--- config.mk ---
export PLATFORM = sky130hd
export DESIGN_NAME = osch
export DESIGN_NICKNAME = d
export VERILOG_FILES = /design/src/rtl/osch_pkg.sv /design/src/rtl/osch_sync_2ff.sv /design/src/rtl/osch.sv
export SDC_FILE = /design/constraint.sdc
export NUM_CORES = 1
export LEC_CHECK = 0
export BUFFER_PORTS_ARGS = -buffer_cell sky130_fd_sc_hd__buf_2
export CAP_MARGIN = 10
export CORE_MARGIN = 3
export CORE_UTILIZATION = 38
export CTS_BUF_LIST = sky130_fd_sc_hd__clkbuf_4
export DETAILED_ROUTE_END_ITERATION = 6
export HOLD_SLACK_MARGIN = 0.06
export SETUP_SLACK_MARGIN = 0.02
export SYNTH_ARGS = -nofsm -noshare
export SYNTH_HDL_FRONTEND = slang
export SYNTH_SLANG_ARGS = --single-unit
--- constraint.sdc ---
create_clock -name sys_clk -period 1.9 [get_ports sys_clk]
set_input_delay 0.38 -clock sys_clk [delete_from_list [all_inputs] [get_ports sys_clk]]
set_output_delay 0.38 -clock sys_clk [all_outputs]
set_load 0.02 [all_outputs]
--- src/rtl/osch_pkg.sv ---
// Shared constants and the phase-increment helper for the osch oscillator model.
package osch_pkg;

  localparam int DEF_ACC_W = 32;

  // round(nom * 2^acc_w / ref), evaluated at elaboration.
  function automatic logic [63:0] calc_inc(input longint unsigned ref_khz,
                                           input longint unsigned nom_khz,
                                           input int              acc_w);
    logic [63:0] num;
    num = (64'(nom_khz) << acc_w) + 64'(ref_khz / 2);
    return num / 64'(ref_khz);
  endfunction

endpackage

--- src/rtl/osch_sync_2ff.sv ---
// Two-flop synchronizer for a single asynchronous control bit.
module sync_2ff (
  input  logic clk_i,
  input  logic rst_ni,
  input  logic d_i,
  output logic q_o
);

  logic meta_q;
  logic sync_q;

  always_ff @(posedge clk_i or negedge rst_ni) begin
    if (!rst_ni) begin
      meta_q <= 1'b0;
      sync_q <= 1'b0;
    end else begin
      meta_q <= d_i;
      sync_q <= meta_q;
    end
  end

  assign q_o = sync_q;

endmodule

--- src/rtl/osch.sv ---
// Phase-accumulator stand-in for the on-chip oscillator, with startup delay,
// glitch-free standby, a rising-edge strobe and a run-status flag.
module osch
  import osch_pkg::*;
#(
  parameter int REF_FREQ_KHZ = 100000,
  parameter int NOM_FREQ_KHZ = 15650,
  parameter int ACC_W        = DEF_ACC_W,
  parameter int STARTUP_CYC  = 16
) (
  input  logic sys_clk,
  input  logic sys_rst_n,
  input  logic stdby,
  output logic osc,
  output logic osc_stb,
  output logic active
);

  localparam logic [63:0]      INC_FULL = calc_inc(64'(REF_FREQ_KHZ), 64'(NOM_FREQ_KHZ), ACC_W);
  localparam logic [ACC_W-1:0] INC      = INC_FULL[ACC_W-1:0];
  localparam int               CNT_W    = (STARTUP_CYC > 0) ? $clog2(STARTUP_CYC + 1) : 1;
  localparam logic [CNT_W-1:0] CNT_DONE = CNT_W'(STARTUP_CYC);

  if (INC_FULL == 64'd0 || 2 * NOM_FREQ_KHZ > REF_FREQ_KHZ) begin : g_bad_cfg
    $error("osch: unusable frequency configuration (INC=%0d)", INC_FULL);
  end

  logic [CNT_W-1:0] cnt_q, cnt_d;
  logic [ACC_W-1:0] acc_q, acc_d;
  logic             osc_q, osc_d;
  logic             stb_q, stb_d;
  logic             stdby_s;
  logic             done;

  sync_2ff u_stdby_sync (
    .clk_i  (sys_clk),
    .rst_ni (sys_rst_n),
    .d_i    (stdby),
    .q_o    (stdby_s)
  );

  assign done = (cnt_q == CNT_DONE);

  // Standby only clears the accumulator while osc is low, so a high phase
  // always runs to its natural end and no rise can start under standby.
  always_comb begin
    cnt_d = cnt_q;
    acc_d = acc_q;
    if (!done) begin
      cnt_d = cnt_q + CNT_W'(1);
      acc_d = '0;
    end else if (stdby_s && !osc_q) begin
      acc_d = '0;
    end else begin
      acc_d = acc_q + INC;
    end
    osc_d = acc_d[ACC_W-1];
    stb_d = osc_d & ~osc_q;
  end

  always_ff @(posedge sys_clk or negedge sys_rst_n) begin
    if (!sys_rst_n) begin
      cnt_q <= '0;
      acc_q <= '0;
      osc_q <= 1'b0;
      stb_q <= 1'b0;
    end else begin
      cnt_q <= cnt_d;
      acc_q <= acc_d;
      osc_q <= osc_d;
      stb_q <= stb_d;
    end
  end

  assign osc     = osc_q;
  assign osc_stb = stb_q;
  assign active  = done & ~stdby_s;

endmodule

Word level (Yosys, flattened, before mapping)

Index checks and enable logic that the tools add are counted.

Bitwise gates (word level): 4
$add $sub $neg: 2
Reduce and logical (&&, ||, !) cells: 2
Muxes and demuxes: 2
Equality and inequality tests: 1

Operators with widths:

| kind                     | count |
|---|---|
| $mux W32                 | 2 |
| $add A32 B30 Y32 const B | 1 |
| $add A5 B1 Y5 const B    | 1 |
| $eq A5 B5 Y1 const B     | 1 |
| $and A1 B1 Y1            | 2 |
| $not A1 Y1               | 2 |
| $logic_and A1 B1 Y1      | 1 |
| $logic_not A1 Y1         | 1 |

Register bits: 41

Logic depth before layout (Yosys ltp)

Word-level depth: 5
Depth in mapped cells: 9
Depth with buffers taken out: 7

Modules after synthesis

A second synthesis with hierarchy kept.

Cell total of the unflattened synthesis: 223
Area total of the unflattened synthesis: 2,105.8 um2

By module, submodules not included:

| module   | area an instance (um2) | cells an instance | sequential area each (um2) | times used |
|---|---|---|---|---|
| osch     | 2,055.7                | 221               | 925.9                      | 1 |
| sync_2ff | 50.0                   | 2                 | 50.0                       | 1 |

Worst setup path before layout

No wires, ideal clock.

Kind: register to register
Start point: reg cnt_q[0]
End point: reg acc_q[22]
Arrival: 1,696 ps
Setup time: 87 ps
Path buffers: 1
Slack: 117 ps
Stages on the path, launching flop included: 8
Required time: 1,813 ps
Cells stage by stage: dfrtp_1 inv_1 ha_1 nand4bb_4 a21o_1 buf_2 or4_1 o211ai_1

Cells in the longest elaborated chain, start to end: 2

Ends and longest elaborated chain:

| element                  | RTL line   | RTL |
|---|---|---|
| start: declaration       | osch.sv:28 | `logic [CNT_W-1:0] cnt_q, cnt_d;` |
| start signal: assignment | osch.sv:68 | `cnt_q <= cnt_d;` |
| $eq A5 B5 Y1             | osch.sv:42 | `assign done = (cnt_q == CNT_DONE);` |
| $mux W32                 | osch.sv:49 | `if (!done) begin` |
| named net acc_d[22]      | osch.sv:29 | `logic [ACC_W-1:0] acc_q, acc_d;` |
| end signal: assignment   | osch.sv:64 | `acc_q <= '0;` |
| end signal: assignment   | osch.sv:69 | `acc_q <= acc_d;` |
| end: declaration         | osch.sv:29 |  |

The timed path passes the listed nets, and every way through them passes these cells.
A chain may end at the register's enable or synchronous reset.

Worst setup path after layout

Start point: reg cnt_q[1]
End point: out active

Cells in the longest elaborated chain, start to end: 2

Ends and longest elaborated chain:

| element          | RTL line   | RTL |
|---|---|---|
| $eq A5 B5 Y1     | osch.sv:42 |  |
| $and A1 B1 Y1    | osch.sv:77 | `assign active = done & ~stdby_s;` |
| end: declaration | osch.sv:16 | `output logic active` |

No other way between the ends.

==> results.md <==
- Worst min path class: input pin to register
- Full die area: 0.00646 sq mm
- IO buf count: 5
- Maximum VDD drop: between 0.3 and 0.4 mV
- Unrepaired setup endpoints after global routing: true
- Grt total ovfl: 0
- Yosys reg bits: 39
- First-pass GRT wire length: 7850 um
- CP peak stage delay: 0.40 ns
- Synth Instances: 223
- Avg Cell Area, Syn: 9.43 sq um
- Root buffer cell: clkbuf_4
- Skew-Pair Late Insertion Delay: between 0.3 and 0.4 ns
- DRC Markers: 0
- H-tree Lvls: 2
- ANT nets after route: 0
- Fmax: 0.557 GHz
- CTS tree: yes
- Min Clock Period, post-route: 1.80 ns
- R2R cell count: 7
- WP data arrival: 1.42 ns
- Total clock sinks: 39
- Crit. Startpoint: cnt_q[1]
- Leakage: 1.12 nW
- Drt wl/cell: 14.1 um
- Core area: 0.00524 sq mm
- Routability cong.: 0.775
- Setup TNS: 0 ns
- Final setup violating endpoints: 0
- Unique cell type count in the Yosys netlist: 48
- Slew @ Worst Pin: 0.508 ns
- Antenna violations before repair: 0
- Worst path slowest cell: dfrtp_1
- Commonest register cell after synthesis: dfrtp_1
- Final nets: 259
- Overall Global Routing Usage: roughly 16%
- Post-Syn Nets: 229
- Final hold vios: 0
- Mapped Area: 0.00210 sq mm
- Crit-path cells: inv_2, ha_4, nand4bb_4, buf_6, nor2_2, buf_4
- Boundary Pins: 6
- RR Endpoint: acc_q[29]
- Crit start category: register
- # diodes: 0
- CP max FO: 2
- Final Cycle Share: 94.6%
- Final Skew: 0.00992 ns
- Vias in the first global route: 1,731
- RR Startpoint: acc_q[1]
- Number of synthesized flops with an enable pin: 0
- Power per cell area: 1300 mW/mm^2
- Routed wire length: 4570 um
- Fill cells: 492
- Slew Limit Fails: 0
- Starting DRT DRC Count: 109
- Vias: 1,789
- Area Overhead vs Synth: 18.8%
- Worst reg2reg setup slack: 0.12 ns
- Drt pass-1 iters: 4
- Worst hold stages: 1
- Hold Crit Endpoint: u_stdby_sync.meta_q
- Share of layout cells above drive strength 1: 22.0%
- Hold WS: 0.145 ns
- Crit Path Category: register to primary output
- Post-route core utilization: 47.7%
- Outcome: complete, no violations
- Hold Startpoint: stdby
- Seq/Total Area, Yosys: 46.4%
- Largest net degree at the start of global routing: 24
- Initial core utilization: 40.2%
- Warnings, synthesis: 0
- Clock transition at the registers of the reported paths: 0.11 ns
- Die Wd: approximately 80 um
- Row count: 26
- Via/cell ratio: 5.52
- Clock Path Buffers: 2
- Dpl hpwl: approximately 3200 um
- CP endpoint kind: primary output
- Final Power: 3.25 mW
- Worst rel slew slack: 66.2%
- Worst EP required: about 1.5 ns
- Post-synth ARST share: 100%
- Die height: 80.4 um
- Maxcap violations: 0
- Number of buffers created by CTS: 5
sequential cells by signal, summed over array words and instances (netlist names):
signal / count
acc_q: 31
cnt_q: 5
osc_stb: 1
u_stdby_sync.meta_q: 1
u_stdby_sync.q_o: 1
cells by family after synthesis:
kind of cell	count (synthesis)	synth area share (%)
XOR/XNOR	12	5.00
AND/OR/NAND/NOR	89	24.0
buffers and inverters	21	3.87
flip-flops	39	46.4
multiplexers	6	2.91
adder cells (fa/ha/maj)	3	1.78
AO/OA/AOI/OAI	53	16.1
worst max-delay path by stage:
stage                     cells after the start  slack (ns)        end
after global placement                        7        0.09  acc_q[15]
after detailed placement                      7        0.06  acc_q[15]
after floorplan                               7        0.12  acc_q[22]
after CTS                                     6        0.02     active
final                                         6        0.10     active
after global routing                          7        0.02  acc_q[29]
per-layer routing:
layer	GRT usage (%)	share of wire, %
met5	0	0
met4	5.24	1.4
met3	3.81	3.5
met2	26.0	47
met1	19.8	48
power breakdown:
group | switching, mW | total, mW | internal (mW)
clock | 0.264 | 0.416 | 0.152
sequential | 0.309 | 1.41 | 1.10
combinational | 0.768 | 1.42 | 0.656
synthesized netlist by cell type, drive strengths merged, types with 2 or more instances:
| master | count | area share [%] |
|---|---|---|
| or4 | 2 | 0.71 |
| inv | 15 | 2.7 |
| a21o | 5 | 1.8 |
| a31oi | 4 | 1.2 |
| o2111ai | 2 | 0.83 |
| and2 | 2 | 0.59 |
| and3 | 6 | 2.0 |
| clkbuf | 2 | 0.36 |
| xor2 | 4 | 1.7 |
| nor2 | 16 | 3.0 |
| nand4 | 6 | 2.1 |
| nand2 | 13 | 2.3 |
| nor3 | 9 | 2.4 |
| o211ai | 2 | 0.71 |
| nor4 | 6 | 1.8 |
| or2 | 2 | 0.71 |
| nand2b | 2 | 0.59 |
| buf | 4 | 0.83 |
| o21ai | 14 | 3.3 |
| or3 | 6 | 1.8 |
| ha | 3 | 1.8 |
| nand3 | 16 | 3.8 |
| mux2i | 5 | 2.4 |
| a21oi | 16 | 4.0 |
| dfrtp | 39 | 46 |
| xnor2 | 8 | 3.3 |
critical path, delay by kind of cell (launching register included):
kind	cells	cell delay (ns)
fa+ha+maj	1	0.15
buf+inv	3	0.35
flops	1	0.40
simple gates	2	0.18
stage by stage:
| step | std cells | cell area, sq um | worst slack (ns) |
|---|---|---|---|
| 3_3_place_gp | 309 | 2320 | 0.0868 |
| 3_5_place_dp | 309 | 2320 | 0.0580 |
| 2_1_floorplan | 223 | 2100 | 0.117 |
| 4_1_cts | 320 | 2400 | 0.0162 |
| 6_report | 324 | 2500 | 0.103 |
| 5_1_grt | 324 | 2500 | 0.0156 |
placed cells by master (no fill, tap or decap), types with 2 or more instances in the layout:
cell | synthesis | routed
inv_1 | 15 | 13
and2_1 | 2 | 2
a21oi_2 | 1 | 4
nand2b_1 | 2 | 2
or3_1 | 6 | 5
xnor2_1 | 8 | 8
a31oi_1 | 4 | 4
and3_1 | 5 | 5
buf_6 | 0 | 2
o21ai_0 | 9 | 9
nand4_1 | 5 | 5
o2111ai_1 | 2 | 2
buf_2 | 2 | 5
mux2i_1 | 5 | 5
xor2_1 | 4 | 4
or4_1 | 2 | 2
o211ai_1 | 2 | 2
o21ai_1 | 5 | 4
nor2_1 | 15 | 14
clkinv_1 | 0 | 2
nand3_1 | 16 | 16
nor4_1 | 6 | 5
inv_2 | 0 | 2
ha_1 | 3 | 2
a21oi_1 | 15 | 12
dfrtp_1 | 39 | 39
clkbuf_4 | 0 | 6
nor3_1 | 8 | 8
nand2_1 | 13 | 13
buf_4 | 0 | 20
a21o_1 | 5 | 5
cell type report:
cell class / instances / area [sq um] / area share (%)
tap: 70 / 87.6 / 3.51
clock inverter: 2 / 7.51 / 0.300
inverter: 15 / 56.3 / 2.25
multi-input combinational: 163 / 1100 / 44.0
sequential: 39 / 976 / 39.1
clock buffer: 6 / 45.0 / 1.80
timing repair buffer: 29 / 228 / 9.11
timing repair:
item,in CTS,in global routing
cloned,0,1
pin swaps,0,2
setup buffers,2,3
hold buffers,1,0
endpoints found under the hold margin,21,0
setup endpoints to repair,1,11
gates resized for setup,3,14
No activity file was read; power rests on OpenSTA's default activity.
